===== src/rtl/csa_pkg.sv =====
// rtl/csa_pkg.sv - shared widths and FSM state type for the serial subtractor
package csa_pkg;

    localparam int CSA_WIDTH = 64;
    localparam int CSA_SLICE = 4;

    typedef enum logic [1:0] {
        IDLE = 2'd0,
        RUN  = 2'd1,
        DONE = 2'd2
    } csa_state_t;

endpackage


===== src/rtl/sub_slice4.sv =====
// rtl/sub_slice4.sv - combinational 4-bit borrow-ripple subtractor slice
module sub_slice4 (
    input  logic [3:0] A,
    input  logic [3:0] B,
    input  logic       Bin,
    output logic [3:0] D,
    output logic       Bout
);

    logic br;

    // Ripple the borrow LSB to MSB; each bit borrows when a < b + borrow_in
    always_comb begin
        br = Bin;
        D  = '0;
        for (int i = 0; i < 4; i++) begin
            D[i] = A[i] ^ B[i] ^ br;
            br   = (~A[i] & B[i]) | (~(A[i] ^ B[i]) & br);
        end
        Bout = br;
    end

endmodule


===== src/rtl/csa64_sub_serial.sv =====
// rtl/csa64_sub_serial.sv - slice-serial d = a - b - bin with valid/ready ports; optional clamp under CSA_SUB_SAT_EN
module csa64_sub_serial
    import csa_pkg::*;
#(
    parameter int WIDTH = CSA_WIDTH,
    parameter int SLICE = CSA_SLICE
) (
    input  logic             clk,
    input  logic             rst_n,
    input  logic             in_valid,
    output logic             in_ready,
    input  logic [WIDTH-1:0] a,
    input  logic [WIDTH-1:0] b,
    input  logic             bin,
    output logic             out_valid,
    input  logic             out_ready,
    output logic [WIDTH-1:0] d,
    output logic             bout,
    output logic             ovf,
    output logic             zero
);

    localparam int NSLICE = WIDTH / SLICE;
    localparam int IDXW   = $clog2(NSLICE);
    localparam logic [IDXW-1:0] LAST_IDX = IDXW'(NSLICE - 1);

    csa_state_t       state;
    logic [WIDTH-1:0] a_q;
    logic [WIDTH-1:0] b_q;
    logic [IDXW-1:0]  idx;
    logic             borrow;

    logic [31:0]      base;
    logic [SLICE-1:0] a_s;
    logic [SLICE-1:0] b_s;
    logic [SLICE-1:0] slice_d;
    logic             slice_bout;
    logic [WIDTH-1:0] d_next;
    logic             ovf_next;
    logic [WIDTH-1:0] d_final;

    assign base = 32'(idx) * 32'(SLICE);

    // Select the current slice of each latched operand
    always_comb begin
        a_s = a_q[base +: SLICE];
        b_s = b_q[base +: SLICE];
    end

    sub_slice4 u_slice (
        .A    (a_s),
        .B    (b_s),
        .Bin  (borrow),
        .D    (slice_d),
        .Bout (slice_bout)
    );

    // Full-word view of d with this cycle's slice merged in; used for the final flags
    always_comb begin
        d_next = d;
        d_next[base +: SLICE] = slice_d;
    end

    assign ovf_next = (a_q[WIDTH-1] ^ b_q[WIDTH-1]) & (a_q[WIDTH-1] ^ d_next[WIDTH-1]);

`ifdef CSA_SUB_SAT_EN
    // Clamp toward the minuend's sign when the signed result overflowed
    always_comb begin
        d_final = d_next;
        if (ovf_next) begin
            d_final = a_q[WIDTH-1] ? {1'b1, {(WIDTH-1){1'b0}}} : {1'b0, {(WIDTH-1){1'b1}}};
        end
    end
`else
    assign d_final = d_next;
`endif

    // Request/compute/deliver FSM; one slice retires per RUN cycle
    always_ff @(posedge clk or negedge rst_n) begin
        if (!rst_n) begin
            state     <= IDLE;
            in_ready  <= 1'b1;
            out_valid <= 1'b0;
            d         <= '0;
            bout      <= 1'b0;
            ovf       <= 1'b0;
            zero      <= 1'b0;
            a_q       <= '0;
            b_q       <= '0;
            idx       <= '0;
            borrow    <= 1'b0;
        end else begin
            case (state)
                IDLE: begin
                    if (in_valid) begin
                        a_q      <= a;
                        b_q      <= b;
                        borrow   <= bin;
                        idx      <= '0;
                        bout     <= 1'b0;
                        ovf      <= 1'b0;
                        zero     <= 1'b0;
                        in_ready <= 1'b0;
                        state    <= RUN;
                    end
                end
                RUN: begin
                    d      <= d_next;
                    borrow <= slice_bout;
                    idx    <= idx + 1'b1;
                    if (idx == LAST_IDX) begin
                        d         <= d_final;
                        bout      <= slice_bout;
                        ovf       <= ovf_next;
                        zero      <= (d_final == '0);
                        out_valid <= 1'b1;
                        state     <= DONE;
                    end
                end
                DONE: begin
                    if (out_ready) begin
                        out_valid <= 1'b0;
                        in_ready  <= 1'b1;
                        state     <= IDLE;
                    end
                end
                default: begin
                    state    <= IDLE;
                    in_ready <= 1'b1;
                end
            endcase
        end
    end

endmodule


===== config.mk =====
export PLATFORM = sky130hd
export DESIGN_NAME = csa64_sub_serial
export DESIGN_NICKNAME = d
export VERILOG_FILES = /design/src/rtl/csa_pkg.sv /design/src/rtl/sub_slice4.sv /design/src/rtl/csa64_sub_serial.sv
export SDC_FILE = /design/constraint.sdc
export NUM_CORES = 1
export LEC_CHECK = 0
export CAP_MARGIN = 10
export CORE_ASPECT_RATIO = 2
export CORE_MARGIN = 2
export CORE_UTILIZATION = 27
export CTS_BUF_LIST = sky130_fd_sc_hd__clkbuf_8
export DETAILED_ROUTE_END_ITERATION = 8
export GPL_TIMING_DRIVEN = 0
export HOLD_SLACK_MARGIN = 0.08
export PLACE_DENSITY = 0.55
export SYNTH_ARGS = -nofsm -noshare
export SYNTH_HDL_FRONTEND = slang
export SYNTH_SLANG_ARGS = --single-unit

===== constraint.sdc =====
create_clock -name clk -period 14.81 [get_ports clk]
set_input_delay 1.481 -clock clk [delete_from_list [all_inputs] [get_ports clk]]
set_output_delay 1.481 -clock clk [all_outputs]
set_load 0.005 [all_outputs]

==> results.py <==
metrics = {
    "timing": {
        "rsz0062_at_grt": "no",
        "finalHoldViolCount": 0,
        "finalSetupViolCount": 0,
        "drv_slew": 0,
        "worst_slew_pin_slew_ps": 994,
        "timing.setup.tns_ps": 0,
        "clock.fmax_ghz": 0.172,
        "skew_ps": 17.2,
        "fin_crit_sh": 0.393,
        "whs_ps": 469,
        "max_slew_margin": 0.329,
        "period_minus_slack_ps": 5820,
    },
    "placement": {
        "dpl.hpwl_um": 26300,
        "dp_cells": 1613,
        "place_congestion": 0.908,
        "placement.io_buffers": 201,
    },
    "grt": {
        "track_usage": 0.177,
        "antenna_found_initial": 2,
        "grt_pass1_vias": 8520,
        "use_met1": 0.172,
        "grt_first_pass_wirelength_um": 50500,
        "grt_max_degree": 117,
        "overflow": 0,
        "grt_util_met2": 0.351,
        "top_usage_layer": "met2",
        "grt_use_met3": 0.0177,
    },
    "clock_tree": {
        "cts_tree": "done",
        "cts_buffer_depth": 3,
        "hold_buffers": 0,
        "cts_resized": 0,
        "insertion_delay_ps": 600,
        "cts.clk_slew.worst_paths_ps": 70,
        "ctsHtreeMaxLevel": 1,
        "cts-buffers-inserted": 31,
        "cts_root_buffer": "clkbuf_8",
        "clock-sinks": 204,
        "cts_setup_buffers": 0,
    },
    "critical_path": {
        "crit_chain": "buf_2 -> clkbuf_1 -> mux4_2 -> mux4_2 -> inv_1 -> fa_1 -> inv_1 -> fa_1 -> fa_1 -> fa_1 -> nor4b_4 -> and4b_1 -> a2111oi_0 -> o211ai_1 -> nor4_1 -> a31o_1",
        "cp_data_required_time_ps": 15350,
        "crit_type": "flip-flop to flip-flop",
        "critPathLaunchType": "flip-flop",
        "critPathBufInv": 4,
        "worstPathArrival_ps": 6360,
        "crit_start": "idx[1]$_DFFE_PN0P_",
        "r2r-start": "idx[1]$_DFFE_PN0P_",
        "endpoint_kind": "flip-flop",
        "crit_path_max_fanout": 10,
        "critPathMaxStageDelay_ps": 660,
        "critPathSlowestCell": "clkbuf_1",
        "cp_top_family": "adder cells",
        "path_common_cell": "fa_1",
    },
    "pwr": {
        "powerDensity_nw_per_um2": 245,
        "clkPwrFrac": 0.155,
        "ir_worst_vdd_uv": 243,
        "swShare": 0.439,
        "p_int_mw": 1.79,
        "leakagePower_nw": 6.08,
        "p_switching_mw": 1.40,
        "power_frac_seq": 0.294,
        "pwr-share-comb": 0.550,
    },
    "floorplan": {
        "initial_core_util": 0.274,
        "dieArea_um2": 37800,
        "placeableCoreArea_um2": 35700,
        "ioPinCount": 202,
        "dieHeight_um": 273,
        "rows": 98,
        "die_x_um": 138,
    },
    "layout": {
        "drive_above_1_share": 0.139,
        "multiInputGateArea_um2": 4370,
        "stdcell_count": 1670,
        "register_area_um2": 5110,
        "nNetsFinal": 1339,
        "final_util": 0.365,
        "area_growth_syn_to_layout_pct": 33.4,
        "n_fill_cell": 3682,
    },
    "detailed_routing": {
        "drtAntennaViolNets": 0,
        "route.detailed.drc": 0,
        "routed_via_density": 4.69,
        "dr.pass1.iters": 7,
        "post_drt_wl_per_cell_um": 20.1,
        "first_iter_violations": 407,
        "vias": 7831,
        "drt-total-wl_um": 33600,
    },
    "yosys": {
        "synth_area_um2": 9760,
        "syn_area_per_cell_um2": 10.2,
        "synth_nets": 1104,
        "synthCells": 961,
        "synth_top_cell_area_share": 0.520,
        "synth_flop_cell": "dfrtp_1",
        "synth_area_leaders": "dfrtp_1 52%, nand2_1 16%, mux4_2 9.0%, mux2_2 7.2%, clkbuf_1 1.5%",
        "synthArstFlopShare": 1.00,
        "synth_seq_cells": 204,
        "synth_largest_area_cell": "dfrtp_1",
        "synth_warnings": 0,
        "ys_types": 59,
        "ys_seq_area_frac": 0.523,
        "synth_edf_count": 0,
    },
    "min_path": {
        "min_from": "a_q[40]$_DFFE_PN0P_",
        "hp-class": "flip-flop to flip-flop",
    },
    "flow_run": {
        "drv_cap": 0,
    },
    "outcome": {
        "status": "complete, no violations",
    },
}
## area by class of cell
| class | instances | area share |
|---|---|---|
| clock buffers | 38 | 0.0402 |
| clock inverters | 18 | 0.00980 |
| diodes | 1 | 0.000192 |
| inverters | 10 | 0.00288 |
| flip-flops and latches | 204 | 0.392 |
| multi-input cells | 692 | 0.336 |
| well taps | 450 | 0.0432 |
| repair buffers | 202 | 0.157 |
| plain buffers | 55 | 0.0190 |
## cell families (layout without fill, tap and decap cells)
kind of cell	Yosys count	count (layout)	share of synthesized area
AOI/OAI and AO/OA	53	53	0.0360
xor gates and xnor gates	1	1	0.000897
other	0	1	0
muxes	107	107	0.169
buffers and inverters	65	323	0.0292
adders and majority gates	10	10	0.0159
DFF	204	204	0.523
and+or+nand+nor	521	521	0.225
## synth_stat cells, drive strengths merged, types with 2 or more instances
library cell  number
a21boi             2
a21oi              7
a221o              2
a22oi              2
a31o               2
and2              14
and3              10
buf               16
clkbuf            39
dfrtp            203
fa                 4
ha                 6
inv               10
mux2              62
mux2i              5
mux4              40
nand2            411
nand2b             4
nand3              9
nand4              3
nor2              23
nor2b              8
nor3               8
nor3b              3
nor4              12
nor4b              3
o211ai             5
o21ai             20
o31ai              3
o41ai              2
or2                3
or4                3
## flip-flops by register name (all words and copies together), names as in the netlist, 2 cells and up
| signal | count |
|---|---|
| d | 64 |
| a_q | 64 |
| b_q | 64 |
| state | 2 |
| idx | 4 |
## stage by stage
step	cell area [um^2]	setup slack (ps)	power [mW]
after floorplan	9760	10110	1.99
after global placement	12300	3700	2.71
after detailed placement	12400	8910	2.73
after CTS	13000	8880	3.24
after global routing	13000	8630	3.41
final	13000	8990	3.19
## worst paths after layout
| check | cells past startpoint | to | slack (ps) |
|---|---|---|---|
| setup / recovery | 16 | zero$_DFFE_PN0P_ | 8990 |
| hold / removal | 2 | a_q[40]$_DFFE_PN0P_ | 470 |
| setup reg to reg | 16 | zero$_DFFE_PN0P_ | 8990 |
| hold reg to reg | 2 | a_q[40]$_DFFE_PN0P_ | 470 |
| max in group asynchronous | 2 | d[43]$_DFFE_PN0P_ | 12820 |
| min in group asynchronous | 1 | a_q[42]$_DFFE_PN0P_ | 890 |
## layer usage
metal,wire length [um],part of all wire,up-vias
met5,13,0.00039,-
met4,2090,0.062,2
met3,1220,0.036,85
met2,19100,0.57,224
met1,11200,0.33,3825
li1,-,-,3695
## tightest hold or removal path, delay by kind of cell, from the launching register on
| family | cells | cell delay (ps) |
|---|---|---|
| simple gates | 2 | 100 |
| flops | 1 | 330 |
## power by group through the flow
| stage | registers [mW] | logic (mW) | clock network (mW) |
|---|---|---|---|
| finish | 0.938 | 1.75 | 0.495 |
| global route | 0.967 | 1.91 | 0.535 |
| CTS | 0.940 | 1.79 | 0.511 |
| detailed placement | 0.949 | 1.78 | 0 |
| global placement | 0.940 | 1.77 | 0 |
| floorplan | 0.904 | 1.09 | 0 |
## cells in the final DEF (no fill, tap or decap), types with 10 or more instances in the layout
cell type	synthesis	layout
nor2_1	23	23
and2_1	11	11
clkbuf_8	0	38
mux4_2	39	39
mux2_2	62	62
o21ai_0	18	18
clkdlybuf4s50_1	0	200
nand2_1	411	411
inv_1	10	22
and3_1	10	10
clkbuf_1	39	39
dfrtp_1	203	203
nor4_1	12	12
(Power assumes the default switching activity.)
